[src/rtl/fetch_responder.sv]
// fetch_responder: toggle-handshake instruction fetch front end.
// Define FETCH_PREFETCH_EN to add a 2-entry prefetch queue behind the slot.
module fetch_responder #(
   parameter logic [31:0] RESET_VECTOR = 32'h0000_0000
) (
   input  logic        clk,
   input  logic        reset,
   input  logic        triggerIn,
   output logic        readyOut,
   output logic [31:0] dataOut,
   output logic [31:0] pcOut,
   output logic        imemReq,
   output logic [31:0] imemAddr,
   input  logic        imemAck,
   input  logic [31:0] imemData,
   input  logic        branchValid,
   input  logic [31:0] branchTarget
);

   typedef enum logic {IDLE, REQ} state_t;

`ifdef FETCH_PREFETCH_EN
   localparam logic [1:0] CAP = 2'd3;
`else
   localparam logic [1:0] CAP = 2'd1;
`endif

   state_t      state, stateN;
   logic        sync1, sync2, hist;
   logic        toggle, take, accept, direct;
   logic        valid, validN;
   logic [31:0] data, dataN;
   logic [31:0] pc, pcN;
   logic [31:0] fpc, fpcN;
   logic [1:0]  qCnt, qCntN;
   logic [31:0] qHeadData, qHeadPc;
   logic [1:0]  occN;

   always_ff @(posedge clk or posedge reset) begin
      if (reset) begin
         sync1 <= 1'b0;
         sync2 <= 1'b0;
         hist  <= 1'b0;
      end else begin
         sync1 <= triggerIn;
         sync2 <= sync1;
         hist  <= sync2;
      end
   end

   // A redirect in the same cycle absorbs both the toggle and the ack.
   assign toggle = sync2 ^ hist;
   assign take   = toggle & valid & ~branchValid;
   assign accept = (state == REQ) & imemAck & ~branchValid;
   assign direct = accept & ~valid & (qCnt == 2'd0);

`ifdef FETCH_PREFETCH_EN
   logic [31:0] qData [2];
   logic [31:0] qPc [2];
   logic [31:0] qDataN [2];
   logic [31:0] qPcN [2];
   logic        pop, push;

   assign pop       = ~branchValid & ~valid & (qCnt != 2'd0);
   assign push      = accept & ~direct;
   assign qHeadData = qData[0];
   assign qHeadPc   = qPc[0];

   always_comb begin
      qDataN = qData;
      qPcN   = qPc;
      qCntN  = qCnt;
      if (branchValid) begin
         qCntN = 2'd0;
      end else begin
         if (pop) begin
            qDataN[0] = qData[1];
            qPcN[0]   = qPc[1];
            qCntN     = qCnt - 2'd1;
         end
         if (push) begin
            qDataN[qCntN[0]] = imemData;
            qPcN[qCntN[0]]   = fpc;
            qCntN            = qCntN + 2'd1;
         end
      end
   end

   always_ff @(posedge clk or posedge reset) begin
      if (reset) begin
         qCnt     <= 2'd0;
         qData[0] <= '0;
         qData[1] <= '0;
         qPc[0]   <= '0;
         qPc[1]   <= '0;
      end else begin
         qCnt  <= qCntN;
         qData <= qDataN;
         qPc   <= qPcN;
      end
   end
`else
   assign qCnt      = 2'd0;
   assign qCntN     = 2'd0;
   assign qHeadData = '0;
   assign qHeadPc   = '0;
`endif

   // The slot never reloads on the consuming edge, so readyOut idles a cycle.
   always_comb begin
      validN = valid;
      dataN  = data;
      pcN    = pc;
      if (branchValid || take) begin
         validN = 1'b0;
      end else if (!valid && qCnt != 2'd0) begin
         validN = 1'b1;
         dataN  = qHeadData;
         pcN    = qHeadPc;
      end else if (direct) begin
         validN = 1'b1;
         dataN  = imemData;
         pcN    = fpc;
      end
   end

   always_comb begin
      occN   = {1'b0, validN} + qCntN;
      stateN = state;
      fpcN   = fpc;
      if (branchValid) begin
         stateN = IDLE;
         fpcN   = branchTarget & 32'hFFFF_FFFC;
      end else begin
         if (accept) begin
            fpcN = fpc + 32'd4;
         end
         unique case (state)
            IDLE: if (occN < CAP) stateN = REQ;
            REQ:  if (accept && occN >= CAP) stateN = IDLE;
         endcase
      end
   end

   always_ff @(posedge clk or posedge reset) begin
      if (reset) begin
         state <= IDLE;
         valid <= 1'b0;
         data  <= '0;
         pc    <= '0;
         fpc   <= RESET_VECTOR & 32'hFFFF_FFFC;
      end else begin
         state <= stateN;
         valid <= validN;
         data  <= dataN;
         pc    <= pcN;
         fpc   <= fpcN;
      end
   end

   assign readyOut = valid;
   assign dataOut  = data;
   assign pcOut    = pc;
   assign imemReq  = (state == REQ);
   assign imemAddr = fpc;

endmodule

[config.mk]
export PLATFORM = sky130hd
export DESIGN_NAME = fetch_responder
export DESIGN_NICKNAME = d
export VERILOG_FILES = /design/src/rtl/fetch_responder.sv
export SDC_FILE = /design/constraint.sdc
export NUM_CORES = 1
export LEC_CHECK = 0
export ABC_CLOCK_PERIOD_IN_PS = 4100
export CORE_UTILIZATION = 40
export DETAILED_ROUTE_END_ITERATION = 10
export PLACE_DENSITY = 0.74
export SYNTH_ARGS = -nofsm -noshare
export SYNTH_HDL_FRONTEND = slang
export SYNTH_SLANG_ARGS = --single-unit
[constraint.sdc]
create_clock -name clk -period 4.1 [get_ports clk]
set_input_delay 0.41 -clock clk [delete_from_list [all_inputs] [get_ports clk]]
set_output_delay 0.41 -clock clk [all_outputs]
set_load 0.005 [all_outputs]
Yosys cells after proc, flatten, opt, wreduce, memory -nomap -nowiden
Index checks and enable logic that the tools add are counted.
- bits in registers: 101
- output and inout port bits: 98
- word-level logic and storage cells: 33
- $add $sub $neg: 1
- $lt $le $gt $ge: 2
- mux-type cells: 8
- bitwise operators: 10
- reductions and logical operators: 4
- operators with widths (kind ; number):
    2-to-1 mux 32 bit ; 2
    adder 32 x 3 -> 32 bit (second input constant) ; 1
    bitwise AND 1 bit ; 5
    2-to-1 mux 1 bit ; 5
    inverter 1 bit ; 4
    one-hot mux 1 bit (2 select lines) ; 1
    AND reduction 2 bit ; 1
    nonzero test 2 bit ; 1
    >= comparator 1 bit (second input constant) ; 1
    logical AND 1 bit ; 1
    logical OR 1 bit ; 1
    less-than comparator 1 bit (second input constant) ; 1
    XOR 1 bit ; 1

Longest topological paths before layout
- depth in word-level cells: 10
- mapped depth: 6
- mapped depth without buffers: 5

Least setup slack after synthesis
Ideal clock, no wire load.
- path type: register to register
- start: reg fpc[2], in the netlist imemAddr[2]
- end: reg fpc[26], in the netlist imemAddr[26]
- library setup time: 82 ps
- arrival: 1951 ps
- data required time: 4018 ps
- slack: 2067 ps
- cell stages (with the launch flop): 7
- path buffers: 1
- period minus slack after synthesis: 2033 ps
- cells stage by stage: dfrtp_1 ha_1 nand3_1 or4_1 buf_2 or4_1 a31oi_1
- longest elaborated chain between the ends: 3
- ends and longest elaborated chain (what ; RTL line ; RTL):
    start: declaration ; 34 ; logic [31:0] fpc, fpcN;
    start signal: assignment ; 151 ; fpc <= RESET_VECTOR & 32'hFFFF_FFFC;
    start signal: assignment ; 157 ; fpc <= fpcN;
    adder 32 x 3 -> 32 bit ; 136 ; fpcN = fpc + 32'd4;
    2-to-1 mux 32 bit ; 135 ; if (accept) begin
    2-to-1 mux 32 bit ; 131 ; if (branchValid) begin
No other way between the ends. The select of a mux whose other input is x is not followed.
A chain may end at the register's enable or synchronous reset.

Final worst setup path
- start: reg fpc[2], in the netlist imemAddr[2]
- end: reg fpc[24], in the netlist imemAddr[24]
The elaborated chain is that of the path after synthesis.

==> results.md <==
- # DRC: 0
- FMAX: 425 MHz
- Die Area: around 11,000 um2
- Final worst-path cycle share: 57.4%
- WP data arrival: around 2.6 ns
- Top FF cell, synth: dfrtp_1
- Post-CTS setup buffer count: 0
- Routed WL: just over 10 mm
- Later-pin clock latency in the skew report: ~0.36 ns
- CTS Hold Buffers Added: 0
- Leading post-synthesis cells by cell area: dfrtp_1 (57%), mux2_2 (16%), or4_1 (2.6%)
- Global Route Usage Sum: 18.9%
- Status: complete, no violations
- Sequential share of the synthesized area: 56.7%
- DRT Pass-1 Iters: 4
- First-pass GRT wire length: 16.5 mm
- Fin Setup TNS: 0 ns
- CTS Buf Count: 9
- Number of port buffers: 160
- Share of the synthesized area in the top cell type: between 50% and 60%
- Vias per inst: 5.12
- Critical Path Slowest Stage Cell: or4_1
- Die Y: 105 um
- Vias in the first global route: ~3.3k
- H-Tree Level Count: 3
- GRT overflow: 0
- Actual slew at the worst max-slew pin: 0.899 ns
- Crit path time final: 2.35 ns
- PostCTS Resize Cnt: 0
- Initial antenna violation count: 0
- Top-count cell post-synth: dfrtp_1
- CP max FO: 10
- Worst Setup End Kind: flop
- Peak supply drop: approximately 0.27 mV
- Placed Cells: around 630
- Routed WL per cell: between 15 and 20 um
- Power Density: roughly 430 nW/um2
- CTS clock-pin slew for the worst setup and hold paths: roughly 0.09 ns
- Drt initial violations: 123
- Final hold slack: between 0.3 and 0.4 ns
- # IOs: approximately 170
- Fin cells: between 600 and 700
- Final hold violation count: 0
- Clock skew: between 0.008 and 0.009 ns
- Cells after Synth: roughly 350
- EDFF count, synth: 0
- Yosys Warn Count: 0
- Min-Delay Path Class: reg2reg
- Yosys top cell by area: dfrtp_1
- Area growth, synth to finish: 44.3%
- Hpwl dp: ~7.2 mm
- Vias: 3,330
- Width of the die: ~110 um
- Cell mode on critical path: or4_1
- Max stage delay on crit path: 0.71 ns
- Mean post-synth cell area: approximately 12 um2
- Pin count of the biggest net entering global routing: 75
- Layout cells sized above 1: 17.3%
- Type of origin of the critical path: flop
- Unique masters post-synth: ~40
- Total power: about 2.6 mW
- CTS tree: built
- Leakage power: between 2 and 2.5 nW
- Final setup violation count: 0
- Flops & latches, synth: 97
- CP cell instances: ha_1, nand3_1, or4_1, or4_1, a31oi_1
- Synth top cells by count: dfrtp_1 (97), mux2_2 (62), nand2_1 (23)
- ANT nets after route: 0
- Max Cap Viol: 0
- Synth Cell Area: ~4300 um2
- Clock Tree Root: clkbuf_8
- Critical Path RT: 4.38 ns
- Largest buffer count on any clock path: 2
- Layout Nets: 579
- Crit path kind: reg2reg
- Core ar.: ~10,000 um2
- Row count: 37
- Initial Util: just over 40%
- Final Max Tran Viols: 0
- RSZ-0062 raised after global routing: no
- Antenna diode instance count: 0
- GPL Wtd Cong: 0.742
- Rel. slew slack: 40.0%
- Async SR Flop Fraction: 100%
- CTS sink cnt: a little under 100
-- stage by stage --
stage,util (%),area [um2],setup slack [ns]
after CTS,59.8,6170,1.74
after global routing,59.8,6170,1.61
final,59.8,6170,1.75
after global placement,57.9,5980,1.47
after detailed placement,57.9,5980,1.43
after floorplan,-,4290,1.16
-- cells by family after synthesis --
group	Yosys count	share of synthesized area, %
XOR/XNOR	11	2.25
AND/OR/NAND/NOR	102	13.2
multiplexers	64	16.8
buffers and inverters	30	3.48
AO/OA/AOI/OAI	48	7.14
adder cells (fa/ha/maj)	1	0.292
flip-flops	97	56.7
other	1	0.0877
-- registers in the layout, indices dropped and copies added, names as in the netlist --
signal,flops
dataOut,32
sync1,1
readyOut,1
sync2,1
imemReq,1
imemAddr,30
pcOut,30
hist,1
-- metal layers --
metal / up-vias / global-route usage (%) / wire length (um)
li1: 1596 / - / -
met1: 1611 / 25.4 / 4510
met2: 112 / 29.6 / 4800
met3: 11 / 4.39 / 637
met4: 0 / 7.55 / 142
met5: - / 0 / 0
-- final timing paths --
kind | end | start | slack [ns] | depth (start not counted)
max in group asynchronous | imemAddr[14]$_DFFE_PP0N_ | reset | 2.62 | 3
min reg2reg | sync2$_DFF_PP0_ | sync1$_DFF_PP0_ | 0.36 | 0
max reg2reg | imemAddr[24]$_DFFE_PP0N_ | imemAddr[2]$_DFFE_PP0N_ | 1.75 | 5
max | imemAddr[24]$_DFFE_PP0N_ | imemAddr[2]$_DFFE_PP0N_ | 1.75 | 5
min in group asynchronous | dataOut[24]$_DFFE_PP0P_ | reset | 0.61 | 2
min | sync2$_DFF_PP0_ | sync1$_DFF_PP0_ | 0.36 | 0
-- layout by cell type, fill, tap and decap left out, types with 3 or more instances in the layout --
master and n:
buf_4 4, xor2_1 6, mux2_2 62, o31ai_1 11, or4_1 15, o21ai_0 15, dfrtp_1 97, a31oi_1 13
clkinvlp_4 3, conb_1 4, nor3_1 3, xnor2_1 5, nand3_1 15, clkbuf_8 9, nor2_1 15, and4_1 4
nand2_1 23, and3_1 3, clkdlybuf4s50_1 160, inv_1 6, nand4_1 9, a21oi_1 3
-- power by group --
| part | leakage [nW] | total, mW | internal (mW) | switching [mW] |
|---|---|---|---|---|
| Sequential | 1.14 | 1.27 | 1.14 | 0.129 |
| Combinational | 1.21 | 0.738 | 0.519 | 0.218 |
| Clock | 0.0912 | 0.618 | 0.281 | 0.337 |
-- worst max-delay path, delay by kind of cell, from the launching register on --
family	cells	cell delay, ns
adder cells (fa/ha/maj)	1	0.18
flip-flops	1	0.46
AO/OA/AOI/OAI	1	0.17
AND/OR/NAND/NOR	3	1.46
-- cell type report --
class / instances / area, um2
fillers: 874 / 4150
flip-flops and latches: 97 / 2430
multi-input cells: 230 / 1720
repair buffers: 164 / 1630
well taps: 136 / 170
clock buffers: 9 / 124
clock inverters: 7 / 71.3
inverters: 7 / 28.8
Power figures use the tool's default switching activity.
